`config.mk`:
```
export PLATFORM = sky130hd
export DESIGN_NAME = button_debouncer
export DESIGN_NICKNAME = d
export VERILOG_FILES = /design/src/rtl/button_debouncer_pkg.sv /design/src/rtl/button_debouncer_channel.sv /design/src/rtl/button_debouncer.sv
export SDC_FILE = /design/constraint.sdc
export NUM_CORES = 1
export LEC_CHECK = 0
export BUFFER_PORTS_ARGS = -buffer_cell sky130_fd_sc_hd__buf_2
export CORE_MARGIN = 1.5
export CORE_UTILIZATION = 39
export CTS_BUF_LIST = sky130_fd_sc_hd__clkbuf_4
export DETAILED_ROUTE_END_ITERATION = 7
export PLACE_DENSITY_LB_ADDON = 0.12
export SKIP_CTS_REPAIR_TIMING = 1
export SYNTH_ARGS = -nofsm -noshare
export SYNTH_HDL_FRONTEND = slang
export SYNTH_SLANG_ARGS = --single-unit
```
`constraint.sdc`:
```
create_clock -name clk -period 5.1 [get_ports clk]
set_input_delay 1.02 -clock clk [delete_from_list [all_inputs] [get_ports clk]]
set_output_delay 1.02 -clock clk [all_outputs]
set_load 0.05 [all_outputs]
```
`src/rtl/button_debouncer_pkg.sv`:
```
// Shared definitions for the push-button conditioning block.
//   - default timing constants for a 50 MHz board clock
//   - repeat FSM state encoding
//   - small elaboration helper for counter sizing
package button_debouncer_pkg;

  localparam int DB_STABLE_20MS   = 1000000;   // 20 ms stability window
  localparam int DB_REPEAT_DELAY  = 25000000;  // 0.5 s before first auto-repeat
  localparam int DB_REPEAT_PERIOD = 5000000;   // 0.1 s between auto-repeats

  typedef enum logic [1:0] {
    RPT_IDLE   = 2'd0,
    RPT_DELAY  = 2'd1,
    RPT_REPEAT = 2'd2
  } rpt_state_e;

  function automatic int max_int(input int a, input int b);
    return (a > b) ? a : b;
  endfunction

endpackage

```
`src/rtl/button_debouncer_channel.sv`:
```
// debounce_channel: one button bit.
//   2-flop synchroniser -> stability-count debounce -> edge pulses -> auto-repeat.
// Ports:
//   clk, rst        clock, async active-high reset
//   btn_n           raw pin, 0 = pressed
//   level           debounced state, 1 = pressed (registered)
//   level_nxt       value level takes at the next edge (lets the top register any_pressed in step)
//   press_pulse     1-cycle strobe in the cycle level rises
//   release_pulse   1-cycle strobe in the cycle level falls
//   repeat_pulse    1-cycle auto-repeat strobe while held (only when REPEAT_ON)
module debounce_channel
  import button_debouncer_pkg::*;
#(
  parameter int STABLE_CYCLES = DB_STABLE_20MS,
  parameter int REPEAT_DELAY  = DB_REPEAT_DELAY,
  parameter int REPEAT_PERIOD = DB_REPEAT_PERIOD,
  parameter bit REPEAT_ON     = 1'b0
) (
  input  logic clk,
  input  logic rst,
  input  logic btn_n,
  output logic level,
  output logic level_nxt,
  output logic press_pulse,
  output logic release_pulse,
  output logic repeat_pulse
);

  localparam int CW = $clog2(STABLE_CYCLES + 1);
  localparam int RW = $clog2(max_int(REPEAT_DELAY, REPEAT_PERIOD) + 1);

  logic          sync1, sync2;
  logic          stable, flip;
  logic [CW-1:0] cnt, cnt_nxt;

  rpt_state_e    state, state_nxt;
  logic [RW-1:0] rcnt, rcnt_nxt;
  logic          fire;

  // Synchroniser resets to the released pin value.
  always_ff @(posedge clk or posedge rst) begin
    if (rst) begin
      sync1 <= 1'b1;
      sync2 <= 1'b1;
    end else begin
      sync1 <= btn_n;
      sync2 <= sync1;
    end
  end

  // Count consecutive samples disagreeing with the accepted state; any
  // agreeing sample restarts the window.
  always_comb begin
    flip      = (~sync2 != stable) && (cnt == CW'(STABLE_CYCLES - 1));
    level_nxt = stable ^ flip;
    cnt_nxt   = '0;
    if (~sync2 != stable && !flip) cnt_nxt = cnt + CW'(1);
  end

  always_ff @(posedge clk or posedge rst) begin
    if (rst) begin
      stable        <= 1'b0;
      cnt           <= '0;
      press_pulse   <= 1'b0;
      release_pulse <= 1'b0;
    end else begin
      stable        <= level_nxt;
      cnt           <= cnt_nxt;
      press_pulse   <= flip & ~stable;
      release_pulse <= flip &  stable;
    end
  end

  assign level = stable;

  // Repeat FSM. Entered on the same edge as press_pulse so the first
  // repeat lands exactly REPEAT_DELAY cycles after it. Using level_nxt for
  // the release check lets a release beat a repeat due on the same edge.
  always_comb begin
    state_nxt = state;
    rcnt_nxt  = rcnt;
    fire      = 1'b0;
    case (state)
      RPT_IDLE: begin
        if (flip && !stable) begin
          state_nxt = RPT_DELAY;
          rcnt_nxt  = '0;
        end
      end
      RPT_DELAY: begin
        if (rcnt == RW'(REPEAT_DELAY - 1)) begin
          fire      = 1'b1;
          state_nxt = RPT_REPEAT;
          rcnt_nxt  = '0;
        end else begin
          rcnt_nxt = rcnt + RW'(1);
        end
      end
      RPT_REPEAT: begin
        if (rcnt == RW'(REPEAT_PERIOD - 1)) begin
          fire     = 1'b1;
          rcnt_nxt = '0;
        end else begin
          rcnt_nxt = rcnt + RW'(1);
        end
      end
      default: begin
        state_nxt = RPT_IDLE;
        rcnt_nxt  = '0;
      end
    endcase
    if (!level_nxt || !REPEAT_ON) begin
      state_nxt = RPT_IDLE;
      rcnt_nxt  = '0;
      fire      = 1'b0;
    end
  end

  always_ff @(posedge clk or posedge rst) begin
    if (rst) begin
      state        <= RPT_IDLE;
      rcnt         <= '0;
      repeat_pulse <= 1'b0;
    end else begin
      state        <= state_nxt;
      rcnt         <= rcnt_nxt;
      repeat_pulse <= fire;
    end
  end

endmodule

```
`src/rtl/button_debouncer.sv`:
```
// button_debouncer: conditioning for the active-low board push-buttons.
// Each bit runs through an independent debounce_channel; outputs are
// registered levels and single-cycle event strobes.
// Ports:
//   clk            system clock
//   rst            async active-high reset
//   btn_n          raw pins, 0 = pressed, asynchronous to clk
//   level          debounced state, 1 = pressed
//   press_pulse    strobe on accepted press
//   release_pulse  strobe on accepted release
//   repeat_pulse   auto-repeat strobe while held (channels enabled in REPEAT_EN)
//   any_pressed    OR of level, registered in step with level
module button_debouncer
  import button_debouncer_pkg::*;
#(
  parameter int                 NUM_BTN       = 4,
  parameter int                 STABLE_CYCLES = DB_STABLE_20MS,
  parameter int                 REPEAT_DELAY  = DB_REPEAT_DELAY,
  parameter int                 REPEAT_PERIOD = DB_REPEAT_PERIOD,
  parameter logic [NUM_BTN-1:0] REPEAT_EN     = NUM_BTN'(4'b0011)
) (
  input  logic               clk,
  input  logic               rst,
  input  logic [NUM_BTN-1:0] btn_n,
  output logic [NUM_BTN-1:0] level,
  output logic [NUM_BTN-1:0] press_pulse,
  output logic [NUM_BTN-1:0] release_pulse,
  output logic [NUM_BTN-1:0] repeat_pulse,
  output logic               any_pressed
);

  if (STABLE_CYCLES < 1) begin : g_bad_stable
    $error("button_debouncer: STABLE_CYCLES must be >= 1");
  end
  if (REPEAT_DELAY < 1) begin : g_bad_delay
    $error("button_debouncer: REPEAT_DELAY must be >= 1");
  end
  if (REPEAT_PERIOD < 1) begin : g_bad_period
    $error("button_debouncer: REPEAT_PERIOD must be >= 1");
  end

  logic [NUM_BTN-1:0] level_nxt;

  for (genvar i = 0; i < NUM_BTN; i++) begin : g_ch
    debounce_channel #(
      .STABLE_CYCLES (STABLE_CYCLES),
      .REPEAT_DELAY  (REPEAT_DELAY),
      .REPEAT_PERIOD (REPEAT_PERIOD),
      .REPEAT_ON     (REPEAT_EN[i])
    ) u_ch (
      .clk           (clk),
      .rst           (rst),
      .btn_n         (btn_n[i]),
      .level         (level[i]),
      .level_nxt     (level_nxt[i]),
      .press_pulse   (press_pulse[i]),
      .release_pulse (release_pulse[i]),
      .repeat_pulse  (repeat_pulse[i])
    );
  end

  // Registered from the next-state levels so it changes on the same edge as level.
  always_ff @(posedge clk or posedge rst) begin
    if (rst) any_pressed <= 1'b0;
    else     any_pressed <= |level_nxt;
  end

endmodule

```
==> impl_metrics.tcl, run 1 <==
set metrics [dict create \
    status "finished clean" \
    cts_max_path_buffers 2 \
    drive_gt1_frac 0.0854 \
    maxCapViolCount 0 \
    worstSkewPairLatency_ns 0.56 \
    worst_ep_required_time_ns 5.56 \
    fin_setup_tns_ns 0 \
    p_total_mw 2.06 \
    critPathLaunchType "flip-flop" \
    cp.arrival_ns 3.89 \
    fin_ws_ns 1.67 \
    fin_hold_ws_ns 0.366 \
    yosysTopAreaCell "dfrtp_1" \
    root_buffer "clkbuf_4" \
    r2r_start "g_ch[0].u_ch.cnt[0]" \
    cts_sinks 157 \
    cts_buffers 17 \
    ys_ff_latch 157 \
    yosys.cell_count.top_type "dfrtp_1" \
    final-setup-viol-count 0 \
    chipHeight_um 146 \
    clkSlewWorstSetupHoldPaths_ns 0.16 \
    grt_pass1_wl_mm 27.9 \
    first_global_vias 5674 \
    ant_nets 0 \
    min_path_cells 0 \
    tightest_slew_ns 0.959 \
    sequentialPowerShare 0.616 \
    drt_wl_total_mm 16.0 \
    p_int_mw 1.52 \
    endpoint_kind "flip-flop" \
    viasPerCell 5.30 \
    synth.avg_cell_area_um2 9.58 \
    synth_flop_cell "dfrtp_1" \
    synth_area_um2 7950 \
    grt_max_degree 83 \
    track_usage 0.159 \
    netlist_top_cells_count "149 x dfrtp_1, 123 x nor2_1, 70 x nand2_1" \
    power.switching_fraction 0.261 \
    synth_cell_types 50 \
    place_area_um2 8200 \
    final_area_um2 8470 \
    synthArstFlopShare 1.00 \
    comb_power_share 0.028 \
    fp.dieW_um 146 \
    dp_slack_ns 1.74 \
    hold_start "g_ch[1].u_ch.sync1" \
    yosysSeqAreaShare 0.496 \
    synthTopCellsByArea "dfrtp_1 47%, nor2_1 5.8%, xor2_1 4.8%" \
    area_delta_synth_final_pct 6.58 \
    critPathMaxFanout 24 \
    finalCriticalPeriod_ns 3.43 \
    grt_remaining_overflow 0 \
    h-tree-depth 4 \
    synth_top_area_frac 0.469 \
    routabilityCongestion 0.789 \
    vias 5902 \
    startpoint "g_ch[0].u_ch.cnt[0]" \
    antenna_found_initial 1 \
    synth_edf_count 0 \
    cts_tree "done" \
    p_sw_mw 0.537 \
    synth_cells 830 \
    core_area_um2 20100 \
    fin_skew_ns 0.0302 \
    io-pin-count 23 \
    reg2regPathDepth 12 \
    dp_hpwl_mm 11.0 \
    path_class "flip-flop to flip-flop" \
    die-area_um2 21200 \
    slew-limit-headroom 0.359 \
    final_nets 858 \
    drt_pass1_iterations 7 \
    rsz0062_at_grt "false" \
    hold_viol 0 \
    fmax_mhz 291 \
    fp-row-count 52 \
    p_leak_nw 3.54 \
    clkPwrFrac 0.357 \
    post-route-period-util 0.673 \
    synth_warnings 0 \
    initial_core_util 0.395 \
    final_max_slew_viol_count 0 \
    p_per_area_nw_per_um2 243 \
    wire_per_inst_um 14.4 \
    drc 0 \
    drtIter0Drc 295 \
    vdd_drop_max_uv 128 \
    hold_class "flip-flop to flip-flop" \
    portBuffers 20 \
]
## sequential cells by signal, indices dropped and copies added (netlist names)
register / cells
g_ch.u_ch.sync2: 4
g_ch.u_ch.level: 4
g_ch.u_ch.sync1: 4
g_ch.u_ch.repeat_pulse: 2
g_ch.u_ch.state: 4
g_ch.u_ch.release_pulse: 4
g_ch.u_ch.press_pulse: 4
g_ch.u_ch.cnt: 80
g_ch.u_ch.rcnt: 50
any_pressed: 1
## cell families (layout without fill, tap and decap cells)
| group | after synthesis | in the layout | share of synthesized area |
|---|---|---|---|
| muxes | 5 | 5 | 0.00645 |
| AOI/OAI and AO/OA | 111 | 111 | 0.0943 |
| and+or+nand+nor | 392 | 392 | 0.245 |
| DFF | 157 | 157 | 0.496 |
| xor gates and xnor gates | 75 | 75 | 0.0826 |
| buffers and inverters | 67 | 79 | 0.0406 |
| other | 1 | 3 | 0.000472 |
| adders and majority gates | 22 | 22 | 0.0346 |
## layer usage
metal	vias up	GRT usage	wire, um
met5	-	0	0
li1	2911	-	-
met1	2891	0.216	7750
met4	0	0.0362	143
met3	8	0.0395	548
met2	92	0.255	7560
## worst max-delay path, cell delays in order, from the launching register on
cell and delay (ns):
dfrtp_1 0.42, ha_1 0.20, nand3_1 0.16, nor2_1 0.21
nand4_1 0.15, nor2_1 0.18, ha_1 0.30, inv_1 0.12
nand2_1 0.13, a211oi_4 0.77, buf_4 0.37, a41oi_1 0.15
a31oi_1 0.18
## placed cells by master, fill, tap and decap left out, drive strengths merged, types with 7 or more instances in the layout
cell / count
nor2: 123
nand4: 31
nand2: 70
nor3: 21
xnor2: 31
buf: 24
and3: 11
o21ai: 17
nor4: 13
a31oi: 35
a22o: 8
nand2b: 12
nor4b: 8
inv: 28
dfstp: 8
nand3: 62
xor2: 44
a41oi: 9
and2: 7
clkbuf: 17
dfrtp: 149
a21oi: 27
ha: 22
and4: 9
## power by group through the flow
stage	clock [mW]	combinational, mW	sequential, mW
3_3_place_gp	0	0.0577	1.29
6_report	0.734	0.0569	1.27
5_1_grt	0.825	0.0672	1.27
3_5_place_dp	0	0.0603	1.29
4_1_cts	0.765	0.0605	1.27
2_1_floorplan	0	0.0444	1.29
## per-stage QoR
stage	std cells	util
detailed placement	1081	0.408
finish	1114	0.421
global placement	1081	0.408
floorplan	831	-
global route	1114	0.421
CTS	1113	0.421
## area by class of cell
class | count | area [um^2]
Fill cell | 1969 | 11600
Antenna cell | 1 | 2.50
Inverter | 23 | 90.1
Timing Repair Buffer | 24 | 143
Multi-Input combinational cell | 607 | 3690
Clock buffer | 17 | 128
Sequential cell | 157 | 3940
Tap cell | 270 | 338
Clock inverter | 15 | 138
## path summary, 6_finish.rpt
kind                                        endpoint  slack (ns)
min in group asynchronous  g_ch[0].u_ch.repeat_pulse        0.63
min reg2reg                       g_ch[1].u_ch.sync2        0.37
max in group asynchronous         g_ch[1].u_ch.sync2        3.47
max reg2reg                     g_ch[0].u_ch.rcnt[5]        1.67
max                             g_ch[0].u_ch.rcnt[5]        1.67
min                               g_ch[1].u_ch.sync2        0.37
No activity file was read; power rests on OpenSTA's default activity.
==> run 2: changes to the inputs <==
--- a/config.mk
+++ b/config.mk
@@ -5,6 +5,7 @@
 export SDC_FILE = /design/constraint.sdc
 export NUM_CORES = 1
 export LEC_CHECK = 0
+export ABC_AREA = 1
 export BUFFER_PORTS_ARGS = -buffer_cell sky130_fd_sc_hd__buf_2
 export CORE_MARGIN = 1.5
 export CORE_UTILIZATION = 39
==> constraint.sdc (replaced) <==
create_clock -name clk -period 3.4 [get_ports clk]
set_input_delay 0.68 -clock clk [delete_from_list [all_inputs] [get_ports clk]]
set_output_delay 0.68 -clock clk [all_outputs]
set_load 0.05 [all_outputs]
==> run 2 against run 1 <==
Final cell count is 45% higher. Critical endpoint is now g_ch[1].u_ch.rcnt[15]. Largest cell class is now multi-input combinational cells. Power rose by 57%. First-iteration DRC count up 47%. Via count is 31% higher. Highest routed layer unchanged. Critical path type unchanged. Worst hold slack lost 0.16 ns.
==> impl_metrics.tcl, run 2 <==
set metrics [dict create \
    status "finished clean" \
    chipHeight_um 157 \
    final_nets 1308 \
    vias 7729 \
    antenna_found_initial 1 \
    synth.avg_cell_area_um2 7.34 \
    finalCriticalPeriod_ns 2.86 \
    dp_hpwl_mm 15.3 \
    met3_length_um 690 \
    fin_setup_tns_ns 0 \
    path_class "flip-flop to flip-flop" \
    critPathLaunchType "flip-flop" \
    topRoutingLayerUsed "met4" \
    final_area_um2 9960 \
    synth_top_area_frac 0.401 \
    routabilityCongestion 0.855 \
    post-route-period-util 0.841 \
    cp.arrival_ns 3.32 \
    r2r_start "g_ch[1].u_ch.cnt[0]" \
    finalNonFillerCells 1613 \
    clkSlewWorstSetupHoldPaths_ns 0.14 \
    worstSkewPairLatency_ns 0.56 \
    grt_remaining_overflow 0 \
    wire_per_inst_um 13.0 \
    fp-row-count 56 \
    fmax_mhz 350 \
    first_global_vias 7415 \
    final_max_slew_viol_count 0 \
    synth_warnings 0 \
    wl_met1_mm 10.6 \
    vdd_drop_max_uv 199 \
    netlist_top_cells_count "329 x nand2_1, 235 x nor2_1, 149 x dfrtp_1" \
    top_regs "g_ch.u_ch.cnt (80), g_ch.u_ch.rcnt (50)" \
    drt_pass1_iterations 5 \
    maxCapViolCount 0 \
    hold_class "input port to flip-flop" \
    r2r_slack_ns 0.54 \
    viasPerCell 4.79 \
    h-tree-depth 4 \
    track_usage 0.183 \
    route.met2.wl_mm 9.30 \
    yosysTopAreaCell "dfrtp_1" \
    synthTopCellsByArea "dfrtp_1 40%, nand2_1 13%, nor2_1 9.5%" \
    top_register "g_ch.u_ch.cnt" \
    ant_nets 0 \
    drive_gt1_frac 0.0727 \
    drtIter0Drc 433 \
    endpoint_kind "flip-flop" \
    drt_wl_total_mm 21.0 \
    synth_cells 1266 \
    rsz0062_at_grt "false" \
    yosys.cell_count.top_type "nand2_1" \
    grt_pass1_wl_mm 36.2 \
    core_area_um2 23400 \
    cts_buffers 17 \
    cts_tree "done" \
    ys_ff_latch 157 \
    placed_cells 1580 \
    final_cell_mix "329 x nand2_1, 235 x nor2_1, 149 x dfrtp_1" \
    area_delta_synth_final_pct 7.09 \
    root_buffer "clkbuf_4" \
    synth_area_um2 9300 \
    cts_max_path_buffers 2 \
    regToRegEndpoint "g_ch[1].u_ch.rcnt[15]" \
    synth_edf_count 0 \
    fin_skew_ns 0.0286 \
    hold_viol 0 \
    tightest_slew_ns 0.838 \
    p_leak_nw 4.50 \
    fp.dieW_um 157 \
    p_per_area_nw_per_um2 324 \
    critPathMaxFanout 17 \
    crit_end "g_ch[1].u_ch.rcnt[15]" \
    largest_reg_flops 80 \
    drc 0 \
    final-setup-viol-count 0 \
    reg2regPathDepth 14 \
    synth_cell_types 38 \
    synthArstFlopShare 1.00 \
    startpoint "g_ch[1].u_ch.cnt[0]" \
    fillers 2465 \
    io-pin-count 23 \
    die-area_um2 24800 \
    portBuffers 20 \
    synth_flop_cell "dfrtp_1" \
    worst_ep_required_time_ns 3.86 \
    slew-limit-headroom 0.440 \
    initial_core_util 0.397 \
    yosysSeqAreaShare 0.424 \
    cts_sinks 157 \
    final_common_cell "nand2_1" \
    grt_max_degree 51 \
    place_area_um2 9650 \
]
-- run 2: changes by cell type after synthesis, sizes merged, moves of 14 or more --
cell	previous run	this run
nor3b	1	15
xnor2	31	16
nor2	123	245
clkbuf	24	5
inv	23	146
nand3	62	101
a31oi	35	6
nand2	70	339
nor3	21	40
-- run 2: area by class of cell --
type                    instances  area (um^2)  area share
repair buffers                 27          190      0.0191
clock inverters                14          170      0.0171
clock buffers                  18          135      0.0136
diodes                          1         2.50    0.000251
multi-input cells             929         4560       0.458
flip-flops and latches        157         3940       0.396
inverters                     148          559      0.0562
well taps                     319          399      0.0401
-- run 2: per-stage QoR --
stage | hold slack, ns | utilization | power (mW) | worst slack [ns]
finish | 0.207 | 0.425 | 3.22 | 0.539
detailed placement | 0.350 | 0.412 | 2.04 | 0.463
global route | 0.134 | 0.425 | 3.37 | 0.192
floorplan | 0.345 | - | 2.01 | 0.740
global placement | 0.346 | 0.412 | 2.04 | 0.595
CTS | 0.140 | 0.425 | 3.28 | 0.478
-- run 2: kinds of logic after synthesis --
group | synth area share
fa+ha+maj | 0.0296
flops | 0.424
simple gates | 0.375
buf+inv | 0.0861
compound gates | 0.0256
xor+xnor | 0.0593
other cells | 0.000403
-- run 2: report_power, final --
part           switching, mW  total [mW]  internal, mW  leakage, nW
Clock                  0.708        1.23         0.517        0.146
Sequential            0.0141        1.90          1.89         2.16
Combinational         0.0725      0.0949        0.0223         2.20
Total                  0.795        3.22          2.43         4.50
-- run 2: worst min-delay path by stage --
stage / slack, ns / from / cells past startpoint / endpoint
finish: 0.21 / btn_n[3] / 1 / g_ch[3].u_ch.sync1
CTS: 0.14 / btn_n[3] / 1 / g_ch[3].u_ch.sync1
detailed placement: 0.35 / g_ch[0].u_ch.sync1 / 0 / g_ch[0].u_ch.sync2
global route: 0.13 / btn_n[3] / 1 / g_ch[3].u_ch.sync1
floorplan: 0.35 / g_ch[0].u_ch.sync1 / 0 / g_ch[0].u_ch.sync2
global placement: 0.35 / g_ch[1].u_ch.sync1 / 0 / g_ch[1].u_ch.sync2
-- run 2: worst max-delay path, cell delays in order, from the launching register on --
cell      delay, ns
dfrtp_1        0.46
ha_1           0.23
nand2_2        0.08
nor2_4         0.13
inv_2          0.05
nor2_2         0.16
nand4_2        0.22
nor2_1         0.22
ha_1           0.24
nor2_1         0.08
nand2_1        0.08
clkinv_1       0.43
o21ai_0        0.21
nand3b_1       0.14
nand2_1        0.05
-- run 2: per-layer routing --
layer,global-route usage,vias up
li1,-,4018
met1,0.255,3555
met2,0.290,129
met3,0.0322,27
met4,0.0521,0
met5,0,-
